==> src/rtl/rv32_inst_encoder.sv <==
// Packs RV32I instruction fields into a 32-bit word, range-checks the immediate and emits it with a running imem byte address.
// IDLE accepts a bundle, ENC builds and checks the word, EMIT holds it until the downstream handshake.
module rv32_inst_encoder #(
  parameter int               ADDR_W    = 32,
  parameter logic [ADDR_W-1:0] BASE_ADDR = '0
) (
  input  logic              clk,
  input  logic              rst,
  input  logic              restart,
  input  logic              in_valid,
  output logic              in_ready,
  input  logic [2:0]        fmt,
  input  logic [6:0]        opcode,
  input  logic [2:0]        funct3,
  input  logic [6:0]        funct7,
  input  logic [4:0]        rd,
  input  logic [4:0]        rs1,
  input  logic [4:0]        rs2,
  input  logic [31:0]       imm,
  output logic              out_valid,
  input  logic              out_ready,
  output logic [31:0]       out_word,
  output logic [ADDR_W-1:0] out_addr,
  output logic              err_pulse,
  output logic              err_sticky,
  output logic [15:0]       count
);

  typedef enum logic [1:0] {S_IDLE, S_ENC, S_EMIT} state_t;

  state_t              state_q, state_d;
  logic [2:0]          fmt_q;
  logic [6:0]          op_q, f7_q;
  logic [2:0]          f3_q;
  logic [4:0]          rd_q, rs1_q, rs2_q;
  logic [31:0]         imm_q;
  logic [31:0]         word_q, word_d;
  logic [ADDR_W-1:0]   addr_q, addr_d;
  logic [15:0]         count_q, count_d;
  logic                err_pulse_q, err_pulse_d;
  logic                err_sticky_q, err_sticky_d;

  logic                capture;
  logic                is_shift;
  logic signed [31:0]  simm;
  logic [31:0]         enc_word;
  logic                enc_ok;

  assign capture  = (state_q == S_IDLE) && in_valid;
  assign simm     = imm_q;
  // OP-IMM shifts carry funct7 in the upper immediate bits and a 5-bit shamt
  assign is_shift = (op_q == 7'h13) && ((f3_q == 3'b001) || (f3_q == 3'b101));

  always_comb begin
    enc_word = '0;
    enc_ok   = 1'b0;
    case (fmt_q)
      3'd0: begin
        enc_word = {f7_q, rs2_q, rs1_q, f3_q, rd_q, op_q};
        enc_ok   = 1'b1;
      end
      3'd1: begin
        if (is_shift) begin
          enc_word = {f7_q, imm_q[4:0], rs1_q, f3_q, rd_q, op_q};
          enc_ok   = (imm_q < 32'd32);
        end else begin
          enc_word = {imm_q[11:0], rs1_q, f3_q, rd_q, op_q};
          enc_ok   = (simm >= -32'sd2048) && (simm <= 32'sd2047);
        end
      end
      3'd2: begin
        enc_word = {imm_q[11:5], rs2_q, rs1_q, f3_q, imm_q[4:0], op_q};
        enc_ok   = (simm >= -32'sd2048) && (simm <= 32'sd2047);
      end
      3'd3: begin
        enc_word = {imm_q[12], imm_q[10:5], rs2_q, rs1_q, f3_q, imm_q[4:1], imm_q[11], op_q};
        enc_ok   = (simm >= -32'sd4096) && (simm <= 32'sd4094) && !imm_q[0];
      end
      3'd4: begin
        enc_word = {imm_q[31:12], rd_q, op_q};
        enc_ok   = (imm_q[11:0] == 12'd0);
      end
      3'd5: begin
        enc_word = {imm_q[20], imm_q[10:1], imm_q[11], imm_q[19:12], rd_q, op_q};
        enc_ok   = (simm >= -32'sd1048576) && (simm <= 32'sd1048574) && !imm_q[0];
      end
      default: begin
        enc_word = '0;
        enc_ok   = 1'b0;
      end
    endcase
  end

  always_comb begin
    state_d      = state_q;
    word_d       = word_q;
    addr_d       = addr_q;
    count_d      = count_q;
    err_pulse_d  = 1'b0;
    err_sticky_d = err_sticky_q;
    if (restart && (state_q != S_EMIT)) begin
      addr_d       = BASE_ADDR;
      count_d      = '0;
      err_sticky_d = 1'b0;
    end
    case (state_q)
      S_IDLE: begin
        if (in_valid) state_d = S_ENC;
      end
      S_ENC: begin
        if (enc_ok) begin
          state_d = S_EMIT;
          word_d  = enc_word;
        end else begin
          state_d      = S_IDLE;
          err_pulse_d  = 1'b1;
          err_sticky_d = 1'b1;
        end
      end
      S_EMIT: begin
        if (out_ready) begin
          state_d = S_IDLE;
          addr_d  = addr_q + ADDR_W'(4);
          if (count_q != 16'hFFFF) count_d = count_q + 16'd1;
        end
      end
      default: state_d = S_IDLE;
    endcase
  end

  always_ff @(posedge clk or posedge rst) begin
    if (rst) begin
      state_q      <= S_IDLE;
      word_q       <= '0;
      addr_q       <= BASE_ADDR;
      count_q      <= '0;
      err_pulse_q  <= 1'b0;
      err_sticky_q <= 1'b0;
    end else begin
      state_q      <= state_d;
      word_q       <= word_d;
      addr_q       <= addr_d;
      count_q      <= count_d;
      err_pulse_q  <= err_pulse_d;
      err_sticky_q <= err_sticky_d;
    end
  end

  always_ff @(posedge clk or posedge rst) begin
    if (rst) begin
      fmt_q <= '0;
      op_q  <= '0;
      f3_q  <= '0;
      f7_q  <= '0;
      rd_q  <= '0;
      rs1_q <= '0;
      rs2_q <= '0;
      imm_q <= '0;
    end else if (capture) begin
      fmt_q <= fmt;
      op_q  <= opcode;
      f3_q  <= funct3;
      f7_q  <= funct7;
      rd_q  <= rd;
      rs1_q <= rs1;
      rs2_q <= rs2;
      imm_q <= imm;
    end
  end

  assign in_ready   = (state_q == S_IDLE);
  assign out_valid  = (state_q == S_EMIT);
  assign out_word   = word_q;
  assign out_addr   = addr_q;
  assign err_pulse  = err_pulse_q;
  assign err_sticky = err_sticky_q;
  assign count      = count_q;

endmodule
==> config.mk <==
export PLATFORM = sky130hd
export DESIGN_NAME = rv32_inst_encoder
export DESIGN_NICKNAME = d
export VERILOG_FILES = /design/src/rtl/rv32_inst_encoder.sv
export SDC_FILE = /design/constraint.sdc
export NUM_CORES = 1
export LEC_CHECK = 0
export ABC_AREA = 0
export CORE_MARGIN = 2
export CORE_UTILIZATION = 54
export CTS_CLUSTER_DIAMETER = 200
export CTS_CLUSTER_SIZE = 30
export DETAILED_ROUTE_END_ITERATION = 8
export PLACE_DENSITY = 0.89
export SLEW_MARGIN = 15
export SYNTH_ARGS = -nofsm -noshare
export SYNTH_HDL_FRONTEND = slang
export SYNTH_SLANG_ARGS = --single-unit
==> constraint.sdc <==
create_clock -name clk -period 8.8 [get_ports clk]
set_input_delay 1.32 -clock clk [delete_from_list [all_inputs] [get_ports clk]]
set_output_delay 1.32 -clock clk [all_outputs]
set_load 0.005 [all_outputs]
==> out/metrics.cfg <==
[synthesis]
synth-async-reset-ratio_pct = 100
yosysWarnings = 0
synth_edf_count = 0
synth_area_leaders = dfrtp_1 (56%), mux2_2 (14%), nand2_1 (2.7%)
ys_types = 49
synth_nets = 665
synth_flop_cell = dfrtp_1
netlist_area_sq_um = 6780
synth_seq_cells = 151
syn-mean-instance-area_sq_um = 11.5
synth_seq_area_share_pct = 55.7
netlist.area_leader.share_pct = 55.7
synthCells = 591
synth_top_cell_by_area = dfrtp_1

[grt]
grt_pass1_vias = 5543
antenna_found_initial = 0
grt_max_degree = 84
overflow = 0
grt_pass1_wl_mm = 27.1
grtUsageTotal_pct = 26.2

[clock_tree]
clk_latency_ns = 0.41
post_cts_resized = 0
numClockSinks = 151
htreeDepth = 4
postCtsSetupBuffers = 0
clk_pin_slew_worst_paths_ns = 0.06
hold_buffers = 0
tritoncts = yes
numCtsBuffers = 17
root_buffer = clkbuf_16
ctsLongestPathBuffers = 2

[floorplanning]
row_count = 40
pin_count = 156
core-area_sq_um = 12100
initial_core_util_pct = 56.0
fp.dieH_um = 116
die_x_um = 116
fp.dieArea_sq_um = 13500

[worst_setup_path]
r2r_start = fmt_q[2]
cp_data_required_time_ns = 9.10
arrival_ns = 3.68
cp_max_fo = 21
end_kind = flip-flop
reg2regPathDepth = 7
r2r_slack_ns = 5.42
path_delay_family = simple AND/OR/NAND/NOR gates
r2r_end = out_word[17]
crit_type = reg2reg
crit_path_start_kind = flip-flop
crit_chain = nor2b_1 > o21ai_0 > nor3_1 > a311oi_1 > a31oi_4 > buf_4 > mux2_2
worst-path-stages = 7
worstSetupEndpoint = out_word[17]
crit_buf_inv = 1
critPathMaxStageDelay_ns = 0.69
crit_path_start = fmt_q[2]
crit_slowest_cell = nor2b_1

[place]
io_buffers = 155
place_area_sq_um = 8470
place.gp.congestion = 0.841
hpwl_mm = 11.7

[timing]
grt_setup_unrepaired = false
slew_violations = 0
setup-violations-final = 0
fmax_ghz = 0.296
worstMarginPinSlew_ns = 1.01
fin_crit_ns = 3.38
tns_ns = 0
relSlewSlack_pct = 33.0
fin_skew_ns = 0.00606
finalCritPeriodShare_pct = 38.4
hold_viol = 0

[min_path]
holdCritStartpoint = out_addr[0]
hold_class = reg2reg

[routing]
ant_nets = 0
drt-total-wl_mm = 16.9
firstDrtPassIters = 9
drc_errors = 0
num_vias = 5364
drt_iter0_drc = 652
routed_via_density = 5.84
post_drt_wl_per_cell_um = 18.4

[power_and_ir_drop]
pwr-share-comb_pct = 25.4
power.share.clock_pct = 30.2
cellLeakagePower_uw = 0.00371
sw_frac_of_total_pct = 27.9
powerDensity_nw_per_um2 = 253
p_sw_uw = 637
p_seq_share_pct = 44.4
internal-power_uw = 1650
irDropWorstVdd_uv = 168

[layout]
diodes = 0
area_growth_pct = 33.2
final_cell_area_sq_um = 9030
nets = 815
layout-drive-gt1-share_pct = 16.1

[run]
maxCapViolCount = 0

[outcome]
status = finished clean

==> power by group through the flow <==
stage | registers, uW | clock network (uW) | logic, uW
floorplan | 972 | 0 | 330
global placement | 1010 | 0 | 559
detailed placement | 1020 | 0 | 578
CTS | 1010 | 696 | 584
global route | 1030 | 726 | 632
finish | 1010 | 689 | 580
==> layout by cell type (no fill, tap or decap), types with 4 or more instances in the layout <==
cell               n
a21oi_1           10
a222oi_1           6
a22oi_1            9
a2bb2oi_1          4
buf_4              4
clkbuf_16         17
clkbuf_8           6
clkdlybuf4s50_1  155
dfrtp_1          151
inv_1             18
mux2_2            85
mux2i_1            9
nand2_1           48
nand2b_1           6
nand3_1           20
nand4_1           16
nor2_1            44
nor2b_1            4
nor3_1            10
nor4_1             8
o211ai_1          10
o21ai_0           28
o31ai_1            4
or4_1              6
xnor2_1           10
xor2_1            17
==> worst reg2reg max path, delay by kind of cell (launching register included) <==
kind                   cells  cell delay, ns
AOI/OAI and AO/OA          3            0.89
buffers and inverters      1            0.42
muxes                      1            0.39
and+or+nand+nor            2            0.93
DFF                        1            0.64
==> worst min-delay path by stage <==
stage	to	depth (start not counted)
final	out_addr[0]	1
after global routing	out_addr[31]	1
after CTS	out_addr[0]	1
after detailed placement	out_addr[0]	1
after global placement	out_addr[0]	1
after floorplan	err_sticky	2
==> flip-flops by register name (all words and copies together) (netlist names), 3 cells and up <==
| name | count |
|---|---|
| out_word | 32 |
| count | 16 |
| out_addr | 32 |
| rs1_q | 5 |
| rd_q | 5 |
| imm_q | 32 |
| fmt_q | 3 |
| f7_q | 7 |
| op_q | 7 |
| f3_q | 3 |
| rs2_q | 5 |
==> layer usage <==
metal | routed length [um] | up-vias | GRT usage [%]
li1 | - | 2428 | -
met1 | 6990 | 2667 | 33.8
met2 | 8470 | 243 | 43.9
met3 | 1150 | 26 | 6.59
met4 | 294 | 0 | 8.49
met5 | 0 | - | 0
==> cells by family after synthesis <==
logic type               after synthesis  synth area share [%]
AO/OA/AOI/OAI                         88                  8.80
XOR/XNOR                              27                  3.49
adder cells (fa/ha/maj)                2                 0.369
buffers and inverters                 47                  2.75
flip-flops                           151                  55.7
multiplexers                          95                  15.6
AND/OR/NAND/NOR                      181                  13.3
==> through the flow <==
stage | power [uW] | hold WS [ns] | setup slack (ns) | instances | utilization [%]
finish | 2280 | 0.485 | 5.42 | 919 | 74.6
global route | 2390 | 0.510 | 5.29 | 919 | 74.6
CTS | 2290 | 0.489 | 5.49 | 919 | 74.6
detailed placement | 1600 | 0.471 | 5.18 | 890 | 70.0
global placement | 1570 | 0.469 | 5.25 | 890 | 70.0
floorplan | 1300 | 0.473 | 3.42 | 591 | -
==> cells in the mapped netlist, types with 8 or more instances <==
library cell    n
nor3_1         10
xor2_1         17
nor4_1          8
nand4_1        16
dfrtp_1       151
xnor2_1        10
buf_2           8
a21oi_1        10
inv_1          19
nand2_1        48
mux2i_1         9
a22oi_1         9
nand3_1        20
mux2_2         85
clkbuf_1       17
o211ai_1       10
o21ai_0        28
nor2_1         44
==> layout make-up <==
| class | count | area [sq um] |
|---|---|---|
| Timing Repair Buffer | 159 | 1580 |
| Fill cell | 802 | 3080 |
| Multi-Input combinational cell | 393 | 2830 |
| Sequential cell | 151 | 3780 |
| Clock buffer | 26 | 519 |
| Tap cell | 168 | 210 |
| Inverter | 19 | 76.3 |
| Clock inverter | 3 | 40.0 |
(Power assumes the default switching activity.)
